## config.mk

```make
export PLATFORM = sky130hd
export DESIGN_NAME = mult_share_ctrl
export DESIGN_NICKNAME = d
export VERILOG_FILES = /design/src/rtl/mult_share_ctrl_pkg.sv /design/src/rtl/mult_share_ctrl_rr_arbiter.sv /design/src/rtl/mult_share_ctrl.sv
export SDC_FILE = /design/constraint.sdc
export NUM_CORES = 1
export LEC_CHECK = 0
export BUFFER_PORTS_ARGS = -buffer_cell sky130_fd_sc_hd__buf_4
export CAP_MARGIN = 20
export CORE_MARGIN = 4
export CORE_UTILIZATION = 50
export DETAILED_ROUTE_END_ITERATION = 16
export PLACE_DENSITY = 0.86
export SLEW_MARGIN = 30
export SYNTH_ARGS = -nofsm -noshare
export SYNTH_HDL_FRONTEND = slang
export SYNTH_SLANG_ARGS = --single-unit
```

## constraint.sdc

```tcl
create_clock -name clock -period 3.5 [get_ports clock]
set_input_delay 0.35 -clock clock [delete_from_list [all_inputs] [get_ports clock]]
set_output_delay 0.35 -clock clock [all_outputs]
set_load 0.05 [all_outputs]
```

## src/rtl/mult_share_ctrl_pkg.sv

```systemverilog
// Shared types and helpers for the shared-multiplier controller.
// Latency: n/a (package only).
// Backpressure: n/a (package only).
package mult_share_ctrl_pkg;

    localparam int NREQ_DEF  = 4;
    localparam int WIDTH_DEF = 8;
    localparam int MAX_NREQ  = 8;

    typedef enum logic [1:0] {
        ARB   = 2'b00,
        ISSUE = 2'b01,
        WAIT  = 2'b10,
        RESP  = 2'b11
    } state_t;

    // First set bit of req searching upward from ptr, wrapping at nreq.
    // Walks offsets from high to low so the smallest offset is the one left standing.
    // Returns 0 when no bit is set; callers qualify with their own any-request flag.
    function automatic int rr_pick(input logic [MAX_NREQ-1:0] req,
                                   input int                  ptr,
                                   input int                  nreq);
        logic [2:0] idx;
        rr_pick = 0;
        for (int i = MAX_NREQ - 1; i >= 0; i--) begin
            if (i < nreq) begin
                idx = 3'((ptr + i) % nreq);
                if (req[idx]) begin
                    rr_pick = int'(idx);
                end
            end
        end
    endfunction

endpackage

```

## src/rtl/mult_share_ctrl_rr_arbiter.sv

```systemverilog
// Combinational round-robin winner search over NREQ level requests.
// Latency: 0 cycles (pure combinational).
// Backpressure: none; the pointer register lives in the parent.
//
// Ports: req (level requests), rr_ptr (search start), winner (index), any_req.
import mult_share_ctrl_pkg::*;

module rr_arbiter #(
    parameter  int NREQ = NREQ_DEF,
    localparam int IDW  = $clog2(NREQ)
) (
    input  logic [NREQ-1:0] req,
    input  logic [IDW-1:0]  rr_ptr,
    output logic [IDW-1:0]  winner,
    output logic            any_req
);

    logic [MAX_NREQ-1:0] req_ext;

    always_comb begin
        req_ext = '0;
        for (int i = 0; i < NREQ; i++) begin
            req_ext[i] = req[i];
        end
        winner  = IDW'(rr_pick(req_ext, int'(rr_ptr), NREQ));
        any_req = |req;
    end

endmodule

```

## src/rtl/mult_share_ctrl.sv

```systemverilog
// Shares one sequential repetitive-addition multiplier among NREQ requesters, round-robin.
// Latency: gnt at T, done at T+b+3 (T+3 for a zero operand; T+1 with MULT_ZERO_BYPASS_EN).
// Backpressure: requests are level-held until gnt; new requests wait while busy, none lost.
//
// Ports: clock/reset (async active-low); req, a_in, b_in from clients; gnt/done one-hot
// pulses and rsp_r product back to clients; busy status; mul_start/mul_a/mul_b to and
// mul_ready/mul_r from the multiplier.
// Optional macro MULT_ZERO_BYPASS_EN: zero operands complete without using the multiplier.
import mult_share_ctrl_pkg::*;

module mult_share_ctrl #(
    parameter  int NREQ  = NREQ_DEF,
    parameter  int WIDTH = WIDTH_DEF,
    localparam int IDW   = $clog2(NREQ)
) (
    input  logic                    clock,
    input  logic                    reset,
    input  logic [NREQ-1:0]         req,
    input  logic [NREQ*WIDTH-1:0]   a_in,
    input  logic [NREQ*WIDTH-1:0]   b_in,
    output logic [NREQ-1:0]         gnt,
    output logic [NREQ-1:0]         done,
    output logic [2*WIDTH-1:0]      rsp_r,
    output logic                    busy,
    output logic                    mul_start,
    output logic [WIDTH-1:0]        mul_a,
    output logic [WIDTH-1:0]        mul_b,
    input  logic                    mul_ready,
    input  logic [2*WIDTH-1:0]      mul_r
);

    state_t           state;
    logic [IDW-1:0]   rr_ptr;
    logic [IDW-1:0]   id_q;
    logic [WIDTH-1:0] a_q;
    logic [WIDTH-1:0] b_q;

    logic [IDW-1:0]   win;
    logic             any_req;
    logic [WIDTH-1:0] sel_a;
    logic [WIDTH-1:0] sel_b;

    rr_arbiter #(.NREQ(NREQ)) u_arb (
        .req     (req),
        .rr_ptr  (rr_ptr),
        .winner  (win),
        .any_req (any_req)
    );

    assign sel_a = a_in[win*WIDTH +: WIDTH];
    assign sel_b = b_in[win*WIDTH +: WIDTH];

    // Operands are held from capture until the next capture; the multiplier
    // loads them a cycle after start, so they must not follow a_in/b_in.
    assign mul_a = a_q;
    assign mul_b = b_q;

`ifdef MULT_ZERO_BYPASS_EN
    logic sel_zero;
    assign sel_zero = (sel_a == '0) || (sel_b == '0);
`endif

    always_ff @(posedge clock or negedge reset) begin
        if (!reset) begin
            state     <= ARB;
            rr_ptr    <= '0;
            id_q      <= '0;
            a_q       <= '0;
            b_q       <= '0;
            rsp_r     <= '0;
            gnt       <= '0;
            done      <= '0;
            mul_start <= 1'b0;
            busy      <= 1'b0;
        end else begin
            case (state)
                ARB: begin
                    done <= '0;
                    if (any_req) begin
                        a_q   <= sel_a;
                        b_q   <= sel_b;
                        id_q  <= win;
                        // gnt and start are registered so they appear during ISSUE.
                        gnt   <= NREQ'(1) << win;
`ifdef MULT_ZERO_BYPASS_EN
                        mul_start <= !sel_zero;
`else
                        mul_start <= 1'b1;
`endif
                        busy  <= 1'b1;
                        state <= ISSUE;
                    end
                end
                ISSUE: begin
                    gnt       <= '0;
                    mul_start <= 1'b0;
                    rr_ptr    <= (int'(id_q) == NREQ - 1) ? '0 : id_q + 1'b1;
`ifdef MULT_ZERO_BYPASS_EN
                    if ((a_q == '0) || (b_q == '0)) begin
                        rsp_r <= '0;
                        done  <= NREQ'(1) << id_q;
                        state <= RESP;
                    end else begin
                        state <= WAIT;
                    end
`else
                    state <= WAIT;
`endif
                end
                WAIT: begin
                    // Ready is low the cycle after start, so this never sees a stale ready.
                    if (mul_ready) begin
                        rsp_r <= mul_r;
                        done  <= NREQ'(1) << id_q;
                        state <= RESP;
                    end
                end
                RESP: begin
                    done  <= '0;
                    busy  <= 1'b0;
                    state <= ARB;
                end
                default: begin
                    state <= ARB;
                end
            endcase
        end
    end

endmodule

```

==> results of run 1 <==
layout make-up:
cell class,instances,share of cell area
clock buffer,6,0.02232
inverter,9,0.009131
clock inverter,2,0.004058
tap,70,0.02367
multi-input combinational,158,0.3504
sequential,48,0.3247
timing repair buffer,131,0.2658
power breakdown:
part / internal, mW / total [mW] / switching [mW]
logic: 0.778 / 2.29 / 1.51
clock network: 0.160 / 0.351 / 0.190
registers: 0.824 / 0.992 / 0.167
total: 1.76 / 3.63 / 1.87
registers in the layout, summed over array words and instances, names as in the netlist:
signal and cells:
done 4, rr_ptr 2, id_q 2, state 2, busy 1, mul_start 1
rsp_r 16, gnt 4, mul_b 8, mul_a 8
cells in the mapped netlist (2+ instances only):
| cell | instances |
|---|---|
| a211oi_1 | 16 |
| a32o_1 | 2 |
| buf_6 | 3 |
| nor2_1 | 19 |
| a21o_1 | 3 |
| dfrtp_1 | 48 |
| nand2_1 | 10 |
| inv_1 | 8 |
| a22o_1 | 4 |
| a2111oi_2 | 9 |
| mux2i_1 | 17 |
| a21oi_1 | 5 |
| mux2_2 | 17 |
| nand3_1 | 4 |
| buf_2 | 7 |
| ha_1 | 8 |
| nor2b_1 | 2 |
| clkbuf_1 | 3 |
| o21ai_0 | 9 |
| a21boi_0 | 16 |
| a2111oi_0 | 7 |
metrics by stage:
step                hold WS (ns)  setup WS, ns  instance area (µm²)    util
floorplan                0.05441         1.804                 2633       -
global placement          0.3966         1.141                 3597  0.7043
detailed placement        0.4000         1.174                 3600  0.7048
CTS                      0.06962         1.214                 3697  0.7239
global route             0.09257         1.070                 3700  0.7244
finish                   0.05245         1.349                 3700  0.7244
how the worst min path moves through the flow:
stage,endpoint,slack (ns),start,cells after the start
3_5_place_dp,rsp_r[14],0.40,reset,1
3_3_place_gp,rsp_r[14],0.40,reset,1
5_1_grt,rsp_r[14],0.09,reset,1
2_1_floorplan,busy,0.05,reset,0
4_1_cts,rsp_r[14],0.07,reset,1
6_report,done[1],0.05,reset,1
cell usage in the layout (no fill, tap or decap), types with 9 or more instances in the layout:
cell         n
nor2_1      19
buf_4      131
dfrtp_1     48
mux2_2      17
o21ai_0      9
a21boi_0    16
a211oi_1    16
a2111oi_2    9
mux2i_1     17
nand2_1      9
logic make-up after synthesis:
kind of cell / share of synthesized area
compound gates: 0.2353
mux: 0.1374
simple gates: 0.07748
buf+inv: 0.05560
flops: 0.4563
fa+ha+maj: 0.03802
routing by layer:
metal / track usage / vias up / wire length (µm)
met5: 0 / - / 0
met4: 0.06588 / 0 / 77
met3: 0.06166 / 10 / 713
met2: 0.3791 / 118 / 3463
met1: 0.2695 / 1076 / 2789
li1: - / 1108 / -
==> summary.txt, run 1 <==
Logic synthesis
  • Post-Syn Instances: approximately 230
  • Register area share after synthesis: 0.4563
  • Ys async rst share: 1.000
  • Yosys warns: 0
  • Synth Flop Type: dfrtp_1
  • Post-Syn Area per Cell: 11.40 µm²
  • Mapped Nets: around 330
  • Cell taking the most area after synthesis: dfrtp_1
  • FF+latch count, synth: between 40 and 50
  • Synth unique cells: 35
  • Mapped Area: ~2600 µm²
  • Synth top area share: 0.4563
  • Number of flops mapped to enable cells by yosys: 0
  • Largest cells by area after synthesis: dfrtp_1 46%, mux2_2 7.3%, mux2i_1 6.5%, a2111oi_2 5.1%, a211oi_1 4.6%

Drt
  • Per-cell routed wire length: between 15 and 20 µm
  • Routed vias/inst: 5.453
  • Total Wirelength: 7044 µm
  • Final ANT Viol Nets: 0
  • DRC Markers: 0
  • Drt initial violations: 46
  • Total number of vias: roughly 2300
  • Detailed Routing Iterations Pass 1: 4

Floorplan
  • Ports: 129
  • Core area: 5107 µm²
  • Die Height: 80.56 µm
  • FP Rows: 26
  • Starting Density: 0.5154
  • Die width: just over 80 µm
  • Die ar.: 6490 µm²

Clocking
  • Postcts setup bufs: 0
  • Number of H-tree levels: 2
  • CTS root buffer: clkbuf_8
  • Worst-skew pair later-pin latency: 0.30 ns
  • Clock buffer count from CTS: 5
  • CTS clock-pin slew for the worst setup and hold paths: 0.09 ns
  • Hold Buf Count CTS: 0
  • CTS sink count: 48
  • CTS Buffer Depth: 2
  • PostCTS Resize Cnt: 0
  • CTS tree: yes

Worst setup path
  • Critical Path, Cell by Cell: inv_1 -> ha_1 -> nor2b_1 -> buf_4 -> and2_1 -> a211oi_1
  • R2R depth: 6
  • CP arrival: 2.30 ns
  • Levels on crit path: 6
  • FF-to-FF Start: state[0]
  • Setup crit end: mul_b[0]
  • R2R Path End: mul_b[0]
  • Flop2flop setup slack: around 1.3 ns
  • CP startpoint: state[0]
  • Critical path's top delay family: simple AND/OR/NAND/NOR gates
  • Critical setup path kind: reg -> reg
  • Critical Path Sink Type: flip-flop
  • Crit-path max cell delay: 0.62 ns
  • Critical Path Fanout Max: 17
  • Worst Path Required: 3.65 ns
  • Worst setup SP type: flip-flop
  • WP buf/inv: 2
  • Crit-path slowest cell: and2_1

Layout
  • Antenna Cells: 0
  • Non-filler cells, final: 424
  • FF+latch area: 1201 µm²
  • Area occupied by multi-input gates: 1296 µm²
  • Share of post-route cells with drive strength above 1: 0.4887
  • Nets@finish: approximately 450
  • Synth-to-Final Area Change: 40.54%
  • Fillers: 385

STA
  • Fin crit period: 2.151 ns
  • Final setup TNS: 0 ns
  • Worst Tran Pin Value: 0.6979 ns
  • Slew Viols, Final: 0
  • Headroom to the max-slew limit: 0.5348
  • Final setup fails: 0
  • Fmax achieved: 465.0 MHz
  • Final Cycle Share: 0.6144
  • Final hold violations: 0
  • Worst Skew: 0.004971 ns
  • RSZ-0062 raised after global routing: false

Place
  • # placed instances: 416
  • DP Wirelength: 5364 µm
  • I/O Buffers: 128
  • Routability cong.: around 0.76

Global route
  • Pin count of the biggest net entering global routing: 49
  • Overall global routing resource usage: 0.2211
  • Remaining global-route overflow: 0
  • Initial antenna violation count: 0
  • First-pass GRT wire length: 11150 µm
  • Vias in the first global route: 2378

Status
  • Status: complete, no violations

Flow run
  • Max Cap Viol: 0

Power and ir drop
  • Max VDD drop: 0.5421 mV
  • Total power: between 3 and 4 mW
  • Leak Pwr: 1.730 nW
  • P per Cell Area: slightly below 1000 nW/µm²

Worst hold path
  • Worst min path class: in -> async
Note: power is estimated with default switching activity, not from simulation.
==> run 2, diff against run 1 <==
--- a/config.mk
+++ b/config.mk
@@ -5,12 +5,13 @@
 export SDC_FILE = /design/constraint.sdc
 export NUM_CORES = 1
 export LEC_CHECK = 0
+export ABC_AREA = 1
 export BUFFER_PORTS_ARGS = -buffer_cell sky130_fd_sc_hd__buf_4
 export CAP_MARGIN = 20
 export CORE_MARGIN = 4
-export CORE_UTILIZATION = 50
+export CORE_UTILIZATION = 47
 export DETAILED_ROUTE_END_ITERATION = 16
-export PLACE_DENSITY = 0.86
+export PLACE_DENSITY = 0.8
 export SLEW_MARGIN = 30
 export SYNTH_ARGS = -nofsm -noshare
 export SYNTH_HDL_FRONTEND = slang
==> constraint.sdc (replaced) <==
create_clock -name clock -period 2.2 [get_ports clock]
set_input_delay 0.22 -clock clock [delete_from_list [all_inputs] [get_ports clock]]
set_output_delay 0.22 -clock clock [all_outputs]
set_load 0.05 [all_outputs]
==> summary.txt, run 2 <==
Worst setup path
  • Critical setup path kind: reg -> reg
  • Critical Path Sink Type: flip-flop
  • Worst Path Required: 2.40 ns
  • R2R Path End: mul_b[5]
  • FF-to-FF Start: rr_ptr[0]
  • Critical Path Fanout Max: 32
  • Worst setup SP type: flip-flop
  • CP arrival: 2.15 ns
  • Flop2flop setup slack: approximately 0.25 ns
  • R2R depth: 12

Power and ir drop
  • Net Sw Frac: 0.5472
  • Sequential power share: 0.221
  • Max VDD drop: 1.097 mV
  • Combinational power share: 0.686
  • Leak Pwr: 2.314 nW
  • Internal power: 3.264 mW
  • Clock power share: 0.092
  • Sw power: 3.945 mW
  • P per Cell Area: between 1500 and 2000 nW/µm²

STA
  • Final setup TNS: 0 ns
  • RSZ-0062 raised after global routing: false
  • Setup ws final: 0.2508 ns
  • Minimum hold slack: 0.1506 ns
  • Fmax achieved: 513.0 MHz
  • Final hold violations: 0
  • Worst Skew: approximately 0.0055 ns
  • Worst Tran Pin Value: 0.5910 ns
  • Headroom to the max-slew limit: 0.6060
  • Fin crit period: 1.949 ns
  • Slew Viols, Final: 0
  • Final Cycle Share: 0.8860
  • Final setup fails: 0

Layout
  • Nets@finish: 611
  • Final core utilization: 0.6758
  • Max reg flops: 16
  • Top reg by flops: rsp_r
  • Antenna Cells: 0
  • Fillers: 519
  • Commonest non-fill, non-tap cell in the layout: nand2_1
  • Most frequent cells in the layout: 155 x nand2_1, 134 x buf_4, 64 x nand3_1
  • Synth-to-Final Area Change: 39.53%
  • Share of post-route cells with drive strength above 1: 0.3250

Clocking
  • PostCTS Resize Cnt: 0
  • Worst-skew pair later-pin latency: 0.30 ns
  • CTS sink count: 48
  • CTS tree: yes
  • CTS Buffer Depth: 2
  • Clock buffer count from CTS: 5
  • Number of H-tree levels: 2
  • CTS clock-pin slew for the worst setup and hold paths: 0.09 ns
  • CTS root buffer: clkbuf_8

Logic synthesis
  • Synth top area share: 0.4188
  • Register area share after synthesis: 0.4188
  • Mapped Area: 2868 µm²
  • Top-count cell post-synth: nand2_1
  • Largest cells by area after synthesis: dfrtp_1 42%, nand2_1 20%, nand3_1 11%, inv_1 6.4%, mux2_2 6.3%
  • Cell taking the most area after synthesis: dfrtp_1
  • Ys async rst share: 1.000
  • Synth Flop Type: dfrtp_1
  • Post-Syn Instances: 390
  • Yosys warns: 0
  • Synth unique cells: 26
  • Post-Syn Area per Cell: 7.353 µm²
  • Mapped Nets: about 490
  • FF+latch count, synth: 48
  • Most frequent cells after synthesis: 155 x nand2_1, 64 x nand3_1, 49 x inv_1, 48 x dfrtp_1, 16 x mux2_2
  • Number of flops mapped to enable cells by yosys: 0

Worst hold path
  • Worst Hold End: rsp_r[11]
  • Hold Path Stages: 2
  • Worst min path class: in -> reg
  • Worst hold path startpoint: mul_r[11]

Drt
  • Total number of vias: 2962
  • Routed vias/inst: 5.003
  • Per-cell routed wire length: 13.16 µm
  • DRC Markers: 0
  • Detailed Routing Iterations Pass 1: 4
  • Total Wirelength: between 7000 and 8000 µm
  • Final ANT Viol Nets: 0
  • Drt initial violations: 99

Floorplan
  • Die Height: 86.11 µm
  • Ports: 129
  • Die width: 86.11 µm
  • Core area: 5921 µm²
  • Starting Density: 0.4844
  • Die ar.: 7415 µm²
  • FP Rows: 28

Place
  • DP Wirelength: 6072 µm
  • DP Worst Slack: 0.2529 ns
  • Routability cong.: 0.8392
  • I/O Buffers: 128

Global route
  • Layer with the highest usage: met2
  • M1 GR Usage: 0.2596
  • Remaining global-route overflow: 0
  • First-pass GRT wire length: 12710 µm
  • Met2 Use GR: 0.3560
  • Initial antenna violation count: 0
  • Met3 usage: 0.06340
  • Pin count of the biggest net entering global routing: 49
  • Vias in the first global route: 2876
  • Overall global routing resource usage: 0.2110

Status
  • Status: complete, no violations

Flow run
  • Max Cap Viol: 0
[run 2: cell count changes after synthesis, sizes merged, moves of 4 or more]
cell / change
inv: +43
a21boi: -16
o21ai: +7
nor2: -16
nand3: +62
a22o: -4
nand2: +148
a21oi: -5
a211oi: -16
mux2i: -17
a2111oi: -16
[run 2: power by group through the flow]
stage | Sequential, mW | Clock, mW | Combinational [mW]
after floorplan | 2.77 | 0 | 2.56
after global placement | 1.58 | 0 | 4.88
after detailed placement | 1.61 | 0 | 4.97
after CTS | 1.60 | 0.682 | 4.98
after global routing | 1.65 | 0.717 | 5.44
final | 1.59 | 0.667 | 4.95
[run 2: logic make-up after synthesis]
| kind of cell | after synthesis | synth area share |
|---|---|---|
| AO/OA/AOI/OAI | 20 | 0.03752 |
| XOR/XNOR | 1 | 0.003055 |
| adder cells (fa/ha/maj) | 8 | 0.03491 |
| buffers and inverters | 69 | 0.1043 |
| flip-flops | 48 | 0.4188 |
| multiplexers | 16 | 0.06283 |
| AND/OR/NAND/NOR | 228 | 0.3386 |
[run 2: critical path, stage by stage, from the launching register on]
cell and delay [ns]:
dfrtp_1 0.54, nand2_1 0.11, o21ai_0 0.11, nand2_1 0.11, nand3_2 0.11, nand2_1 0.09, nand2_4 0.08, buf_4 0.29
nand3_1 0.13, nand3_1 0.10, nand2_1 0.06, nand2_1 0.06, nand2_1 0.05
[run 2: worst max path at each step]
stage	from	end	slack (ns)	depth (start not counted)
after detailed placement	rr_ptr[0]	mul_b[5]	0.25	13
after floorplan	state[0]	rsp_r[10]	0.52	5
after global placement	rr_ptr[0]	mul_b[5]	0.33	13
final	rr_ptr[0]	mul_b[5]	0.25	12
after global routing	rr_ptr[0]	mul_b[6]	0.02	14
after CTS	rr_ptr[0]	mul_b[5]	0.23	13
[run 2: cell type report]
cell class / count / area [µm²] / share of cell area
timing repair buffer: 135 / 1016 / 0.2539
sequential: 48 / 1201 / 0.3002
tap: 75 / 93.84 / 0.02345
clock inverter: 2 / 38.79 / 0.009694
multi-input combinational: 273 / 1368 / 0.3418
clock buffer: 6 / 82.58 / 0.02064
inverter: 53 / 201.4 / 0.05034
[run 2: layer usage]
metal  vias to the layer above  wire (µm)  share of wire
li1                       1467          -              -
met1                      1355       3152           0.40
met2                       124       3681           0.47
met3                        16        798           0.10
met4                         0        159          0.020
met5                         -          0              0
[run 2: what timing repair did]
action                                 CTS  global route
setup buffers                            0             0
endpoints found under the hold margin   48             0
hold buffers                             1             0
[run 2: per-stage QoR]
stage          cell area, µm²  std cells  power (mW)
3_5_place_dp             3870        583       6.578
2_1_floorplan            2868        390       5.326
4_1_cts                  4001        592       7.255
5_1_grt                  4001        592       7.806
6_report                 4001        592       7.209
3_3_place_gp             3870        583       6.464
